### src/rtl/pe_operand_feeder.sv
// Edge feeder for one systolic PE lane: buffers (x, w) operand pairs, issues them
// with the PE start/stall handshake, counts results and returns the final psum.
module pe_operand_feeder #(
   parameter int unsigned DEPTH = 4,
   parameter int unsigned KW    = 16
) (
   input  logic          clk,
   input  logic          rst,
   input  logic [KW-1:0] cfg_k,
   input  logic          start,
   input  logic          in_valid,
   output logic          in_ready,
   input  logic [31:0]   in_x,
   input  logic [31:0]   in_w,
   output logic [31:0]   pe_x,
   output logic [31:0]   pe_w,
   output logic          pe_start,
   input  logic          pe_stall,
   input  logic          pe_data_ready,
   input  logic [31:0]   pe_psum,
   output logic          out_valid,
   input  logic          out_ready,
   output logic [31:0]   out_psum,
   output logic          busy,
   output logic          done
);
   localparam int unsigned WW = 32;
   localparam int unsigned AW = (DEPTH > 1) ? $clog2(DEPTH) : 1;
   localparam int unsigned CW = AW + 1;

   typedef enum logic [1:0] {IDLE, FEED, DRAIN, OUT} state_t;

   state_t          state;
   state_t          state_nxt;
   logic [2*WW-1:0] mem [DEPTH];
   logic [AW-1:0]   wr_ptr;
   logic [AW-1:0]   rd_ptr;
   logic [CW-1:0]   count;
   logic [KW-1:0]   k;
   logic [KW-1:0]   issued;
   logic [KW-1:0]   returned;
   logic            full;
   logic            empty;
   logic            push;
   logic            issue;
   logic            job_start;
   logic            dr_seen;
   logic            last_issue;
   logic            last_return;

   assign full     = (count == CW'(DEPTH));
   assign empty    = (count == '0);
   assign in_ready = !full;
   assign push     = in_valid && !full;

   assign pe_x     = mem[rd_ptr][2*WW-1:WW];
   assign pe_w     = mem[rd_ptr][WW-1:0];
   assign pe_start = (state == FEED) && !empty && (issued < k);
   assign issue    = pe_start && !pe_stall;

   assign job_start   = (state == IDLE) && start;
   assign dr_seen     = pe_data_ready && ((state == FEED) || (state == DRAIN));
   assign last_issue  = issue && ((issued + KW'(1)) == k);
   assign last_return = dr_seen && ((returned + KW'(1)) == k);

   assign out_valid = (state == OUT);
   assign busy      = (state != IDLE);
   assign done      = (state == OUT) && out_ready;

   // Operand storage; no bypass, so a fresh push is visible at the head next cycle.
   always_ff @(posedge clk) begin
      if (push) begin
         mem[wr_ptr] <= {in_x, in_w};
      end
   end

   always_ff @(posedge clk) begin
      if (rst) begin
         wr_ptr <= '0;
         rd_ptr <= '0;
         count  <= '0;
      end else begin
         if (push) begin
            wr_ptr <= wr_ptr + AW'(1);
         end
         if (issue) begin
            rd_ptr <= rd_ptr + AW'(1);
         end
         case ({push, issue})
            2'b10:   count <= count + CW'(1);
            2'b01:   count <= count - CW'(1);
            default: count <= count;
         endcase
      end
   end

   always_ff @(posedge clk) begin
      if (rst) begin
         state <= IDLE;
      end else begin
         state <= state_nxt;
      end
   end

   // Next state: final issue and final result may coincide, which skips DRAIN.
   always_comb begin
      state_nxt = state;
      case (state)
         IDLE: begin
            if (start) begin
               state_nxt = (cfg_k == '0) ? OUT : FEED;
            end
         end
         FEED: begin
            if (last_issue) begin
               state_nxt = last_return ? OUT : DRAIN;
            end
         end
         DRAIN: begin
            if (last_return) begin
               state_nxt = OUT;
            end
         end
         OUT: begin
            if (out_ready) begin
               state_nxt = IDLE;
            end
         end
         default: state_nxt = IDLE;
      endcase
   end

   // Job counters and result capture; data_ready outside FEED/DRAIN is ignored.
   always_ff @(posedge clk) begin
      if (rst) begin
         k        <= '0;
         issued   <= '0;
         returned <= '0;
         out_psum <= '0;
      end else if (job_start) begin
         k        <= cfg_k;
         issued   <= '0;
         returned <= '0;
         if (cfg_k == '0) begin
            out_psum <= '0;
         end
      end else begin
         if (issue) begin
            issued <= issued + KW'(1);
         end
         if (dr_seen) begin
            returned <= returned + KW'(1);
         end
         if (last_return) begin
            out_psum <= pe_psum;
         end
      end
   end

endmodule

### config.mk
export PLATFORM = sky130hd
export DESIGN_NAME = pe_operand_feeder
export DESIGN_NICKNAME = d
export VERILOG_FILES = /design/src/rtl/pe_operand_feeder.sv
export SDC_FILE = /design/constraint.sdc
export NUM_CORES = 1
export LEC_CHECK = 0
export ABC_AREA = 1
export CORE_MARGIN = 5
export CORE_UTILIZATION = 45
export CTS_CLUSTER_SIZE = 30
export DETAILED_ROUTE_END_ITERATION = 6
export DONT_BUFFER_PORTS = 1
export PLACE_DENSITY = 0.69
export RECOVER_POWER = 100
export SYNTH_ARGS = -nofsm -noshare
export SYNTH_HDL_FRONTEND = slang
export SYNTH_SLANG_ARGS = --single-unit
### constraint.sdc
create_clock -name clk -period 7.2 [get_ports clk]
set_input_delay 1.08 -clock clk [delete_from_list [all_inputs] [get_ports clk]]
set_output_delay 1.08 -clock clk [all_outputs]
set_load 0.1 [all_outputs]
After elaboration in Yosys (flattened, before gate mapping)
Memory sizes are Yosys's and may differ from the RTL's. A register that Yosys moved wholly into a read port is not among the register bits. Cells that the tools add are included.

Memories: 1. Bits in registers: 89. Bits in latches: 0. Bits in writable memories: 256. ROM bits: 0.

Shift operators: 0. Multiplexer cells: 15. Divide/modulo/power cells: 0. $add $sub $neg: 6. Eq/ne operators: 13. $lt $le $gt $ge: 1. Reduce and logical (&&, ||, !) cells: 22. Multipliers: 0. Bitwise logic cells: 0.

Memory list: mem (words 4, width 64, read ports 1, clocked after memory_dff 1, write ports 1, RTL line 35) `logic [2*WW-1:0] mem [DEPTH];`.

Operators with widths (count): $mux 32 (3); $add 16x1->16 const B (2); $eq 16x16->1 (2); $logic_not 16->1 (1); $lt 16x16->1 (1); $mux 2 (7); $logic_and 1x1->1 (9); $pmux 2 s4 (1); $eq 2x2->1 const B (3); $ne 2x2->1 const B (3); $pmux 3 s2 (1); $reduce_bool 2->1 (3); $add 2x1->2 const B (2); $eq 2x1->1 const B (2); $ne 2x1->1 const B (2); $reduce_and 4->1 (1); $add 3x1->3 const B (1); $eq 3x3->1 const B (1); $logic_not 1->1 (3); $logic_not 3->1 (1); $mux 1 (3); $sub 3x1->3 const B (1); $logic_not 2->1 (1); $reduce_and 2->1 (1); other kinds (2) (2).

Longest topological paths before layout
Depth after elaboration: 8. Depth in mapped cells: 20. Gate-level depth less buffers: 18.

Worst setup path after synthesis
No wires, ideal clock.

Path kind: reg2reg. From: register count[1]. To: memory mem[0][0] (netlist name) (enable). Path buffers: 0. Path slack: 2.436 ns. Data arrival time: 4.278 ns. Stages on the path, launching flop included: 5. Period minus slack after synthesis: 4.764 ns. Cell sequence: dfxtp_1 inv_1 nand3_1 nand2_1 nor2_1.

Longest elaborated chain between the ends: 5.

RTL lines: from (decl) (RTL line 38) `logic [CW-1:0] count;`; from (signal assigned) (RTL line 90) `2'b10: count <= count + CW'(1);`; from (signal assigned) (RTL line 91) `2'b01: count <= count - CW'(1);`; from (signal assigned) (RTL line 92) `default: count <= count;`; $eq 3x3->1 (RTL line 51) `assign full = (count == CW'(DEPTH));`; $logic_not 1->1; named net in_ready (RTL line 12) `output logic in_ready,`; $logic_and 1x1->1 (RTL line 54) `assign push = in_valid && !full;`; $mux 1 (RTL line 72) `if (push) begin`; $mux 1 (not written as such) (RTL line 73) `mem[wr_ptr] <= {in_x, in_w};`; to (decl) (RTL line 35).

The timed path passes the listed nets, and every way through them passes these cells.

==> impl_metrics.tcl <==
set metrics [dict create \
    synth_area_sq_um 14610 \
    hold_viol 0 \
    synth-main-ff-cell "edfxtp_1" \
    yosysTopAreaCell "edfxtp_1" \
    tns_ps 0 \
    pwr_density_cell_nw_per_um2 343.0 \
    start_util 0.4523 \
    worst_ep_required_time_ps 6120 \
    fin_crit_sh 0.7654 \
    async_flop_share 0 \
    ios 220 \
    num_vias 10210 \
    cts_tree "done" \
    status "finished with violations" \
    worst_path_max_delay_cell "o22ai_1" \
    crit_chain "inv_4 -> o21ai_0 -> o22ai_1" \
    clockRootBuffer "clkbuf_16" \
    ctsLongestPathBuffers 3 \
    slew_headroom -1.203 \
    p_int_mw 3.596 \
    yosysMostFrequentCell "edfxtp_1" \
    numCtsBuffers 37 \
    vdd_drop_max_uv 264.0 \
    cp_data_arrival_time_ps 4430 \
    die_w_um 190.2 \
    first_global_vias 9832 \
    switching_power_mw 2.038 \
    cts_resized 0 \
    cts_sinks 347 \
    path_clk_slew_ps 60 \
    ys_warn_count 0 \
    die_area_sq_um 36160 \
    p_clk_frac 0.317 \
    synth_top_area_share 0.5263 \
    overflow 0 \
    max_freq_mhz 181.5 \
    first_iter_violations 658 \
    syn-num-nets 1540 \
    grt_max_degree 129 \
    violations "capacitance limit, slew limit" \
    rsz0062_at_grt "false" \
    wl_per_cell_um 18.73 \
    worstSetupPathType "reg -> out" \
    grt.total_usage 0.1859 \
    whs_ps 458.4 \
    max_stage_delay_ps 1610 \
    row_count 66 \
    finalNetCount 1527 \
    ys_top_cells_by_area "edfxtp_1 (53%), dfxtp_1 (12%), o21ai_0 (6.4%)" \
    portBuffers 0 \
    synth_area_per_cell_sq_um 10.49 \
    detail-route-antenna-nets 0 \
    route.detailed.drc 0 \
    syn_inst 1392 \
    dpl.hpwl_mm 22.81 \
    slew_viol_final 230 \
    cp_num_buf_inv 1 \
    ys_types 34 \
    leakage_nw 5.777 \
    fin_skew_ps 50.86 \
    wirelength_mm 34.65 \
    worstMarginPinSlew_ps 3293 \
    drive_above_1_share 0.09091 \
    die_y_um 190.2 \
    power_frac_seq 0.431 \
    comb_power_share 0.251 \
    critical_path.max_fanout 128 \
    end_kind "output pin" \
    grt_pass1_wl_mm 53.74 \
    htreeDepth 2 \
    antenna_found_initial 1 \
    setup_viol 0 \
    via_per_inst 5.517 \
    clk_latency_ps 540 \
    post_cts_buffers 0 \
    start_kind "flip-flop" \
    synth_edf_count 256 \
    cts_hold_buf 0 \
    drt-pass1-iter-count 5 \
    p_sw_frac 0.3617 \
    synth_common_cells "edfxtp_1 (256), nor2_1 (195), o21ai_0 (187)" \
    syn2layout_area_growth_pct 12.46 \
    cap_violations 19 \
    antenna_cells 0 \
    period_needed_ps 5511 \
    coreArea_sq_um 32290 \
    critPathTopFamily "compound AO/OA/AOI/OAI gates" \
    ys_ff_latch 347 \
    ys_seq_area_frac 0.6511 \
    hp-class "reg -> reg" \
    gp_congestion 0.9071 \
]
cells in the final DEF, fill, tap and decap left out, drive strengths merged, types with 3 or more instances in the layout:
cell      n
and2      4
nor2    200
edfxtp  256
nand3    92
nor4      5
nand4     6
o22ai    65
xnor3     3
a31oi     3
buf      10
dfxtp    91
o21bai    3
o211ai    3
o21ai   187
inv      89
clkinv   16
nand2   187
xor2      8
ha       28
a21oi    89
clkbuf   53
state kept, by name, summed over array words and instances (netlist names), named ones only:
name and count:
mem 256, out_psum 32, issued 16, k 16, returned 16, count 3
rd_ptr 2, state 2, wr_ptr 2
layout make-up:
class	count	area [sq um]
well taps	442	553.0
multi-input cells	890	4778
clock buffers	49	980.9
fillers	2823	15860
flip-flops and latches	347	9510
repair buffers	14	90.09
inverters	89	336.6
clock inverters	19	175.2
worst paths after layout:
path	from	endpoint	slack [ps]	cells past startpoint
hold / removal	count[0]	count[0]	460	1
setup reg to reg	count[1]	mem[0][61]	1770	5
hold reg to reg	count[0]	count[0]	460	1
setup / recovery	flip-flop	pe_x[4]	1690	3
stage by stage:
| step | std cells | power (mW) | worst slack (ps) | cell area (sq um) | utilization |
|---|---|---|---|---|---|
| after global placement | 1782 | 3.881 | 3283 | 15410 | 0.4773 |
| after global routing | 1850 | 5.882 | 1344 | 16420 | 0.5087 |
| after CTS | 1850 | 5.684 | 2872 | 16570 | 0.5131 |
| after floorplan | 1392 | 3.622 | 2436 | 14610 | - |
| final | 1850 | 5.633 | 1689 | 16420 | 0.5087 |
| after detailed placement | 1782 | 3.906 | 3202 | 15410 | 0.4773 |
cells by family after synthesis:
kind of cell	after synthesis	share of synthesized area
fa+ha+maj	29	0.02536
simple gates	497	0.1414
flops	347	0.6511
compound gates	352	0.1281
buf+inv	155	0.04301
xor+xnor	12	0.01105
power groups by stage:
stage,clock network [mW],registers (mW),logic [mW]
after CTS,1.82,2.43,1.44
after detailed placement,0,2.47,1.44
after floorplan,0,2.43,1.19
final,1.79,2.43,1.42
after global placement,0,2.46,1.42
after global routing,1.91,2.45,1.53
worst reg2reg max path: cells and delay by family, from the launching register on:
| family | cells | cell delay, ps |
|---|---|---|
| buf+inv | 2 | 790 |
| flops | 1 | 320 |
| simple gates | 3 | 3940 |
layer usage:
layer	share of wire	track usage	up-vias
met5	0.00055	0	-
met4	0.030	0.05912	2
met3	0.10	0.06092	68
met2	0.47	0.2980	414
met1	0.40	0.2415	4847
li1	-	-	4875
No activity file was read; power rests on OpenSTA's default activity.
==> RTL change (same flow settings) <==
Reset style: asynchronous (`rst`), changed in 3 clocked blocks.
--- a/src/rtl/pe_operand_feeder.sv
+++ b/src/rtl/pe_operand_feeder.sv
@@ -74,7 +74,7 @@
       end
    end
 
-   always_ff @(posedge clk) begin
+   always_ff @(posedge clk or posedge rst) begin
       if (rst) begin
          wr_ptr <= '0;
          rd_ptr <= '0;
@@ -94,7 +94,7 @@
       end
    end
 
-   always_ff @(posedge clk) begin
+   always_ff @(posedge clk or posedge rst) begin
       if (rst) begin
          state <= IDLE;
       end else begin
@@ -131,7 +131,7 @@
    end
 
    // Job counters and result capture; data_ready outside FEED/DRAIN is ignored.
-   always_ff @(posedge clk) begin
+   always_ff @(posedge clk or posedge rst) begin
       if (rst) begin
          k        <= '0;
          issued   <= '0;
Check against the original RTL: differs if rst is asserted again (counterexample within 4 cycles, from zero or initial values and one cycle with rst high); with rst held inactive, the same outputs for 4 cycles.
==> RTL change against the original RTL <==
The flow still finishes with violations (capacitance limit, slew limit); critical path depth up 2; sequential cell count fell by 2; routed wire length down 2.3%; sequential share of layout area increased by 2.3 points; design area increased by 0.31%; register-to-register slack lost 0.13 ns; highest routed layer is now met4; area after synthesis increased by 1.5%; critical path type is now register to register; count of clock-buffer cells in the layout shrank 6; worst hold slack improved by 0.023 ns; worst setup slack lost 0.052 ns.
Power is not shown: default switching activity piles up to over one toggle a cycle in this logic, so the estimate is an artifact.
==> RTL change: results (changes against the original RTL) <==
STA
  • Worst Tran Pin Value: 4.226 ns (was 3.293 ns)
  • Worst Skew: 0.02191 ns (was 0.05086 ns)
  • Slew Viols, Final: 328 (was 230)

Drt
  • Via count of the routed design: 9985 (was 10210)
  • Top Layer Used: met4 (was met5)
  • Drt initial violations: 611 (was 658)
  • Met2 Wirelength: 15.67 mm (was 16.17 mm)
  • Wire length per cell: 18.36 µm (was 18.73 µm)
  • Metal-1 WL: 13.47 mm (was 13.85 mm)
  • DR WL met3: 3.938 mm (was 3.578 mm)
  • WL final: 33.86 mm (was 34.65 mm)

CTS
  • CTS H-tree depth: 2 (unchanged)
  • CTS Buf Count: 37 (unchanged)

Layout
  • Fraction of layout cells with a size suffix above 1: 0.06562 (was 0.09091)
  • Top flop regs: mem: 256 flops, out_psum: 32 flops (unchanged)
  • Nets: 1523 (was 1527)

Synthesis
  • Largest cells by area after synthesis: edfxtp_1, dfrtp_1, nand2_1 (was edfxtp_1, dfxtp_1, o21ai_0)
  • Seq/Total Area, Yosys: 0.6685 (was 0.6511)
  • Syn Area/Cell: 10.74 µm² (was 10.49 µm²)
  • XOR/XNOR Fraction of Synth Area: 0.005062 (was 0.01105)
  • Commonest cells in the netlist: nand2_1, edfxtp_1, nor2_1 (was edfxtp_1, nor2_1, o21ai_0)
  • Cell variety after synth: 31 (was 34)
  • Synth Area in Adders: 0.02497 (was 0.02536)
  • Synth top area share: 0.5183 (was 0.5263)
  • Asr flop ratio synth: 0.2580 (was 0)
  • Compound-cell area share of the yosys netlist: 0.09685 (was 0.1281)

Global route
  • GR Util met2: 0.2984 (was 0.2980)
  • Vias in the first global route: 9893 (was 9832)
  • Met3 Resource Use GR: 0.07579 (was 0.06092)
  • Antenna violations before repair: 0 (was 1)
  • Largest net degree at the start of global routing: 88 (was 129)
  • GR Layer Usage met1: 0.2234 (was 0.2415)

Placement
  • Gpl congestion: 0.8634 (was 0.9071)
  • Area post-placement: 15640 µm² (was 15410 µm²)
  • HPWL Detailed: 21.97 mm (was 22.81 mm)
  • Setup Slack @ Placement: 2.905 ns (was 3.202 ns)
  • Inst Count DP: 1778 (was 1782)

Run status
  • Status: finished with violations (unchanged)
  • Failing checks: capacitance limit, slew limit (unchanged)

Worst setup path
  • CP top delay family: buffers and inverters (was compound AO/OA/AOI/OAI gates)
  • CP Max Fanout: 64 (was 128)
  • Critical Path AT: 5.59 ns (was 4.43 ns)
  • Critical Path Max Stage Delay: 2.95 ns (was 1.61 ns)
  • Crit path max-delay cell type: clkbuf_1 (was o22ai_1)

Run
  • Total of max-cap violations: 66 (was 19)
==> RTL change: changes by cell type in the layout (fill, tap and decap cells not counted), sizes merged, moves of 12 or more <==
cell	unedited run	this run
o21ai	187	167
inv	89	102
nand3	92	80
o22ai	65	83
dfrtp	0	89
nor2	200	184
a21oi	89	14
dfxtp	91	0
nand2	187	288
==> RTL change: area by class of cell <==
cell class | instances | area, µm²
clock buffers | 43 | 979.7
clock inverters | 23 | 265.3
fillers | 2867 | 16060
inverters | 103 | 389.1
multi-input cells | 876 | 4298
flip-flops and latches | 345 | 9920
well taps | 442 | 553.0
repair buffers | 12 | 70.07
==> RTL change: path summary, 6_finish.rpt <==
kind                            startpoint     endpoint  slack (ns)  depth (start not counted)
min in group asynchronous              rst  out_psum[5]        0.94                          1
worst min register to register    count[0]     count[0]        0.48                          1
worst max-delay path              count[0]   mem[1][57]        1.64                          5
max in group asynchronous              rst    rd_ptr[0]        2.88                          2
worst min-delay path              count[0]     count[0]        0.48                          1
worst max register to register    count[0]   mem[1][57]        1.64                          5
